===== src/rtl/stereo_delay_scheduler.sv =====
// stereo_delay_scheduler: shares one single-port SPRAM between two circular
// delay lines. Each channel strobe queues a sample; the controller writes it
// into the channel's region, reads back the sample `delay` positions older
// and returns it with a one-cycle valid strobe.
// Ports:
//   clk, rst                          clock, synchronous active-high reset
//   pkt{0,1}_i / pktChanged{0,1}_i    input samples and their strobes
//   delay{0,1}_i                      requested delay in samples
//   spram_we_o/ad_o/di_o, spram_do_i  SPRAM port (read data 1-cycle latency)
//   pktDelayed{0,1}_o                 delayed samples, held between updates
//   pktDelayedChanged{0,1}_o          one-cycle valid strobes
//   overrun_o                         sticky: strobe arrived while pending
module stereo_delay_scheduler #(
  parameter int BUF_DEPTH  = 4410,
  parameter int PKT_WIDTH  = 16,
  parameter int ADDR_WIDTH = 14
) (
  input  logic                  clk,
  input  logic                  rst,
  input  logic [PKT_WIDTH-1:0]  pkt0_i,
  input  logic [PKT_WIDTH-1:0]  pkt1_i,
  input  logic                  pktChanged0_i,
  input  logic                  pktChanged1_i,
  input  logic [ADDR_WIDTH-1:0] delay0_i,
  input  logic [ADDR_WIDTH-1:0] delay1_i,
  output logic                  spram_we_o,
  output logic [ADDR_WIDTH-1:0] spram_ad_o,
  output logic [PKT_WIDTH-1:0]  spram_di_o,
  input  logic [PKT_WIDTH-1:0]  spram_do_i,
  output logic [PKT_WIDTH-1:0]  pktDelayed0_o,
  output logic [PKT_WIDTH-1:0]  pktDelayed1_o,
  output logic                  pktDelayedChanged0_o,
  output logic                  pktDelayedChanged1_o,
  output logic                  overrun_o
);

  // Parameter legality: both regions must fit the 16K-word SPRAM.
  if (BUF_DEPTH < 1 || 2 * BUF_DEPTH > 16384) begin : g_bad_depth
    $fatal(1, "stereo_delay_scheduler: 2*BUF_DEPTH must be <= 16384");
  end
  if (PKT_WIDTH != 16) begin : g_bad_pkt
    $fatal(1, "stereo_delay_scheduler: PKT_WIDTH must be 16");
  end
  if (ADDR_WIDTH != 14) begin : g_bad_addr
    $fatal(1, "stereo_delay_scheduler: ADDR_WIDTH must be 14");
  end

  localparam int unsigned AW1 = ADDR_WIDTH + 1;
  localparam logic [ADDR_WIDTH-1:0] D_MAX   = ADDR_WIDTH'(BUF_DEPTH - 1);
  localparam logic [ADDR_WIDTH-1:0] BASE1   = ADDR_WIDTH'(BUF_DEPTH);
  localparam logic [ADDR_WIDTH:0]   DEPTH_X = AW1'(BUF_DEPTH);

  typedef enum logic [1:0] {IDLE, WRITE, READ, CAPTURE} state_t;

  state_t                state, state_nxt;
  logic                  gnt, last_grant;
  logic                  pending0, pending1;
  logic [PKT_WIDTH-1:0]  hold0, hold1;
  logic [ADDR_WIDTH-1:0] wp0, wp1, d_reg;

  logic                  any_pending, tie, arb_ch, take_grant;
  logic [ADDR_WIDTH-1:0] wp_sel, wp_adv, base_sel, delay_sel, d_clamp;
  logic [ADDR_WIDTH-1:0] wr_addr, rd_addr;
  logic [PKT_WIDTH-1:0]  hold_sel;
  logic [ADDR_WIDTH:0]   wp_x, d_x, rp_x;
  logic                  unused_rp_msb;

  // Arbitration: a lone request wins; a tie goes to the loser of the last tie.
  assign any_pending = pending0 | pending1;
  assign tie         = pending0 & pending1;
  assign arb_ch      = tie ? ~last_grant : pending1;
  assign take_grant  = any_pending && (state == IDLE || state == CAPTURE);

  // Granted-channel views.
  assign wp_sel    = gnt ? wp1 : wp0;
  assign base_sel  = gnt ? BASE1 : '0;
  assign hold_sel  = gnt ? hold1 : hold0;
  assign delay_sel = gnt ? delay1_i : delay0_i;
  assign d_clamp   = (delay_sel > D_MAX) ? D_MAX : delay_sel;
  assign wp_adv    = (wp_sel == D_MAX) ? '0 : wp_sel + ADDR_WIDTH'(1);

  // Read pointer, one bit wider so wp + BUF_DEPTH cannot overflow.
  always_comb begin
    wp_x = {1'b0, wp_sel};
    d_x  = {1'b0, d_reg};
    if (wp_x >= d_x) rp_x = wp_x - d_x;
    else             rp_x = wp_x + DEPTH_X - d_x;
  end
  assign unused_rp_msb = rp_x[ADDR_WIDTH];

  assign wr_addr = base_sel + wp_sel;
  assign rd_addr = base_sel + rp_x[ADDR_WIDTH-1:0];

  // State register.
  always_ff @(posedge clk) begin
    if (rst) state <= IDLE;
    else     state <= state_nxt;
  end

  // Next-state logic.
  always_comb begin
    state_nxt = IDLE;
    case (state)
      IDLE:    state_nxt = any_pending ? WRITE : IDLE;
      WRITE:   state_nxt = READ;
      READ:    state_nxt = CAPTURE;
      CAPTURE: state_nxt = any_pending ? WRITE : IDLE;
      default: state_nxt = IDLE;
    endcase
  end

  // SPRAM port drive; write enable is killed by reset in the same cycle.
  always_comb begin
    spram_we_o = 1'b0;
    spram_ad_o = '0;
    spram_di_o = '0;
    case (state)
      WRITE: begin
        spram_we_o = !rst;
        spram_ad_o = wr_addr;
        spram_di_o = hold_sel;
      end
      READ:    spram_ad_o = rd_addr;
      CAPTURE: spram_ad_o = '0;
      default: spram_ad_o = '0;
    endcase
  end

  // Capture, grant, pointer and result registers.
  always_ff @(posedge clk) begin
    if (rst) begin
      gnt                  <= 1'b0;
      last_grant           <= 1'b1;
      pending0             <= 1'b0;
      pending1             <= 1'b0;
      hold0                <= '0;
      hold1                <= '0;
      wp0                  <= '0;
      wp1                  <= '0;
      d_reg                <= '0;
      overrun_o            <= 1'b0;
      pktDelayed0_o        <= '0;
      pktDelayed1_o        <= '0;
      pktDelayedChanged0_o <= 1'b0;
      pktDelayedChanged1_o <= 1'b0;
    end else begin
      pktDelayedChanged0_o <= 1'b0;
      pktDelayedChanged1_o <= 1'b0;

      // A new strobe re-arms pending even on the edge that clears it.
      pending0 <= pktChanged0_i | (pending0 & ~(state == WRITE && !gnt));
      pending1 <= pktChanged1_i | (pending1 & ~(state == WRITE && gnt));
      if (pktChanged0_i) hold0 <= pkt0_i;
      if (pktChanged1_i) hold1 <= pkt1_i;
      if ((pktChanged0_i && pending0) || (pktChanged1_i && pending1))
        overrun_o <= 1'b1;

      if (take_grant) begin
        gnt <= arb_ch;
        if (tie) last_grant <= arb_ch;
      end

      if (state == WRITE) d_reg <= d_clamp;

      if (state == CAPTURE) begin
        if (gnt) begin
          pktDelayed1_o        <= spram_do_i;
          pktDelayedChanged1_o <= 1'b1;
          wp1                  <= wp_adv;
        end else begin
          pktDelayed0_o        <= spram_do_i;
          pktDelayedChanged0_o <= 1'b1;
          wp0                  <= wp_adv;
        end
      end
    end
  end

endmodule

===== config.mk =====
export PLATFORM = sky130hd
export DESIGN_NAME = stereo_delay_scheduler
export DESIGN_NICKNAME = d
export VERILOG_FILES = /design/src/rtl/stereo_delay_scheduler.sv
export SDC_FILE = /design/constraint.sdc
export NUM_CORES = 1
export LEC_CHECK = 0
export ABC_AREA = 1
export BUFFER_PORTS_ARGS = -buffer_cell sky130_fd_sc_hd__buf_2
export CAP_MARGIN = 15
export CORE_AREA = 2 2 160 162
export CTS_BUF_LIST = sky130_fd_sc_hd__clkbuf_16
export DETAILED_ROUTE_END_ITERATION = 8
export DIE_AREA = 0 0 162 164
export GPL_ROUTABILITY_DRIVEN = 0
export SLEW_MARGIN = 20
export SYNTH_ARGS = -nofsm -noshare
export SYNTH_HDL_FRONTEND = slang
export SYNTH_SLANG_ARGS = --single-unit
export TNS_END_PERCENT = 1

===== constraint.sdc =====
create_clock -name clk -period 5.3 [get_ports clk]
set_input_delay 1.06 -clock clk [delete_from_list [all_inputs] [get_ports clk]]
set_output_delay 1.06 -clock clk [all_outputs]
set_load 0.02 [all_outputs]

==> results.txt <==
The number of placement rows came out at 58. The transition time of the tightest slew-check pin is 0.975 ns. The net count of the mapped netlist came out at 1242. The static leakage came out at 4.56 nW. The x dimension of the die is 162 microns. Of the total synthesized cell area, the portion taken by XOR and XNOR cells is 0.0202. The height of the die is 164 microns. The routed via count came out at 7750.

The count of filler cells inserted in the layout came out at 2640. The power density relative to cell area is 643 nW/um^2. The count of pins over their slew limit came out at 0.

The final cell count without fillers is 1620. In the final routed layout, each cell accounts on average for 14.7 microns. The fraction of final layout cells with drive strength greater than 1 is 0.259. The worst path in the final design needs a cycle of 5.29 ns, including I/O delays and setup. The path with the worst hold slack has its endpoint at d_reg[7].

The clock tree buffer depth came out at 2. In the layout the commonest cells are sky130_fd_sc_hd__nand2_1, sky130_fd_sc_hd__nor2_1, sky130_fd_sc_hd__buf_2. The register-to-register path setup slack came out at 2.45 ns.

The simple-gate area share of the yosys netlist is 0.289. The mux share of post-synthesis cell area is 0.00543. The via count of the first global-routing pass is 7212. The average cell area after synthesis is 6.66 sq um.

For the final database, setup skew stands at 0.0167 ns. The total area of multi-input combinational cells is 4710 sq um. In the finished design, the share of the clock period the worst path needs comes to 0.998. The worst setup path is launched from a flip-flop. After global routing the overflow that remains totals 0. In this run the worst path has a maximum fanout of 15. The number of cells on the worst reg-to-reg path came out at 10.

The fraction of the yosys area taken by sequential cells is 0.312. The critical path data required time came out at 4.24 ns. The startpoint identified for the worst register-to-register timing path is gnt. After global routing, the most crowded layer is met2. The flow ran to the end, and the final reports show no timing, DRC or antenna violations. The tightest min-delay check is of the reg2reg type. The count of nets after finishing is 1412. The worst slew slack as a fraction of its limit is 0.343. The total routed wirelength came out at 23.9 mm. The initial antenna violation count came out at 1. The worst slack after detailed placement came out at 0.0984 ns. For this run, global-route usage on met1 was measured as 0.226. Dividing the detail-routed via count by the number of cells gives 4.78. The starting density of the core came out at 0.297. The highest cell delay on the worst timing path came out at 0.46 ns.

The worst hold path begins at d_reg[7]. The antenna cell count came out at 0. The maximum frequency from static timing analysis is 0.189 GHz.

Counting flops with an async set or reset pin after synthesis yields a share of 0. Including well taps, the total number of placed cells is 1566. The number of iterations in the first detailed-routing pass is 5.

The fraction of the mapped netlist area in compound gates is 0.183. The synthesized area is 7380 sq um. The cell chosen for the clock root is sky130_fd_sc_hd__clkbuf_16. The clock net in this run drives a total of 115 sinks.

The count of unique library cells instantiated by Yosys is 52. The adder and majority gate portion of the synthesized area came out at 0.0997. The warning count from the yosys run came out at 0. The TritonCTS clock tree is yes. The total global routing track utilization came out at 0.175. The number of cells produced by synthesis came out at 1108. The global routing usage on met3 came out at 0.0510. STA puts the critical path data arrival time at 4.23 ns. The number of buffers added by the clock tree synthesis step is 17.

The first-pass GRT wire length is 37.0 mm. The most common cell after layout, fill and taps aside is sky130_fd_sc_hd__nand2_1. The worst setup path is captured at an output port.

Among all flip-flop cells after synthesis, the most frequent one is sky130_fd_sc_hd__dfxtp_1. The area of the die came out at 26600 sq um. The number of remaining DRC errors is 0.

Once detailed placement completed, the half-perimeter wirelength came to 17.7 mm. The number of buffer cells added on primary ports came out at 145. At the later pin of the worst-skew pair, clock insertion delay measures 0.41 ns. The final hold slack is 0.463 ns. The area of the core came out at 24800 sq um. Setup violations remaining at the end of the flow were counted as 0. In the global route stage, met2 resource usage came out at 0.289. Clock-pin slew was measured on the worst setup and hold paths at 0.05 ns.

The relative area change from synthesis to final layout is 30.1%. The critical path in this run is classified as reg2out. The final-report hold violation count was 0. The iteration-0 DRC count of the detailed router came out at 487. The maximum number of pins on one net before global-route repair is 69.

The slowest cell on the critical path is sky130_fd_sc_hd__fa_2. The largest family of logic cells by synthesized area is simple AND/OR/NAND/NOR gates. IR analysis of the VDD net gives a maximum drop of 0.000334 V. The number of enable flip-flop cells after synthesis came out at 0. The total of max-cap violations is 0. In this run the critical register-to-register path is captured at d_reg[4].

Setup repair after global routing could not meet its margin everywhere. Pin placement for this block handled 146 I/O pins. The worst path setup slack after routing came out at 0.0123 ns. The aggregate negative setup slack is 0 ns.

The cell count of the worst hold path came out at 2. The area taken by flip-flops and latches came out at 2310 sq um. The count of state elements after synthesis is 115. The count of antenna-violating nets left after detailed routing came out at 0. The H-tree was split into 4 levels.
worst max-delay path, delay by kind of cell (launching register included):
kind / cells / cell delay [ns]
adders and majority gates: 3 / 0.99
AOI/OAI and AO/OA: 7 / 0.84
buffers and inverters: 7 / 0.69
and+or+nand+nor: 6 / 0.58
DFF: 1 / 0.38
xor gates and xnor gates: 2 / 0.32
layout make-up:
class                      count  area share
timing repair buffer         196       0.119
tap                          330      0.0430
clock inverter                14      0.0129
clock buffer                  17      0.0443
inverter                     124      0.0495
multi-input combinational    824       0.491
sequential                   115       0.240
layer usage:
metal	wire (microns)	up-vias	share of wire
li1	-	3931	-
met1	10800	3547	0.45
met2	11200	246	0.47
met3	1580	26	0.066
met4	363	0	0.015
met5	0	-	0
synthesized netlist by cell type, types with 3 or more instances:
| master | instances | area (sq um) |
|---|---|---|
| sky130_fd_sc_hd__nand2_1 | 200 | 751 |
| sky130_fd_sc_hd__nor2_1 | 182 | 683 |
| sky130_fd_sc_hd__o21ai_0 | 130 | 651 |
| sky130_fd_sc_hd__dfxtp_1 | 115 | 2300 |
| sky130_fd_sc_hd__inv_1 | 111 | 417 |
| sky130_fd_sc_hd__a21oi_1 | 83 | 415 |
| sky130_fd_sc_hd__nand3_1 | 54 | 270 |
| sky130_fd_sc_hd__ha_1 | 46 | 576 |
| sky130_fd_sc_hd__clkbuf_1 | 34 | 128 |
| sky130_fd_sc_hd__or2_2 | 15 | 93.8 |
| sky130_fd_sc_hd__xor2_1 | 12 | 105 |
| sky130_fd_sc_hd__nand4_1 | 11 | 68.8 |
| sky130_fd_sc_hd__fa_1 | 8 | 160 |
| sky130_fd_sc_hd__inv_2 | 8 | 30.0 |
| sky130_fd_sc_hd__nand2_2 | 7 | 43.8 |
| sky130_fd_sc_hd__nor2_2 | 7 | 43.8 |
| sky130_fd_sc_hd__o21ai_2 | 7 | 61.3 |
| sky130_fd_sc_hd__o21ai_1 | 6 | 30.0 |
| sky130_fd_sc_hd__a31oi_1 | 5 | 31.3 |
| sky130_fd_sc_hd__clkinv_1 | 5 | 18.8 |
| sky130_fd_sc_hd__xnor2_1 | 5 | 43.8 |
| sky130_fd_sc_hd__buf_2 | 4 | 20.0 |
| sky130_fd_sc_hd__buf_4 | 4 | 30.0 |
| sky130_fd_sc_hd__mux2i_1 | 4 | 40.0 |
| sky130_fd_sc_hd__nand3b_1 | 4 | 30.0 |
| sky130_fd_sc_hd__nor3_1 | 4 | 20.0 |
| sky130_fd_sc_hd__o211ai_1 | 4 | 30.0 |
| sky130_fd_sc_hd__or2_1 | 3 | 18.8 |
power by group:
part	total, W	switching, W	internal (W)
Clock	0.00107	0.000393	0.000676
Combinational	0.00407	0.00254	0.00153
Sequential	0.00103	0.0000682	0.000963
Total	0.00617	0.00301	0.00317
what timing repair did:
action / 4_1_cts / 5_1_grt
setup buffers: 7 / 16
resized for setup: 37 / 51
hold buffers: 0 / 0
endpoints found under the hold margin: 0 / 0
pin swaps: 13 / 23
setup endpoints to repair: 9 / 9
logic make-up (layout without fill, tap and decap cells):
kind of cell / Yosys count / count (layout)
xor gates and xnor gates: 17 / 17
AOI/OAI and AO/OA: 251 / 251
DFF: 115 / 115
muxes: 4 / 4
adders and majority gates: 54 / 54
buffers and inverters: 169 / 351
and+or+nand+nor: 498 / 498
worst max-delay path by stage:
stage / startpoint / endpoint / slack, ns / cells after the start
finish: gnt / spram_ad_o[7] / 0.01 / 25
global route: gnt / spram_ad_o[13] / -0.20 / 25
CTS: gnt / spram_ad_o[11] / -0.006 / 25
detailed placement: gnt / spram_ad_o[11] / 0.1 / 25
global placement: gnt / spram_ad_o[13] / 0.19 / 28
floorplan: gnt / spram_ad_o[11] / 0.07 / 26
metrics by stage:
stage,total power [W],util,area (sq um)
finish,0.00617,0.387,9600
global route,0.00664,0.387,9600
CTS,0.00573,0.373,9260
detailed placement,0.00449,0.344,8530
global placement,0.00447,0.344,8530
floorplan,0.00350,-,7380
(Power assumes the default switching activity.)
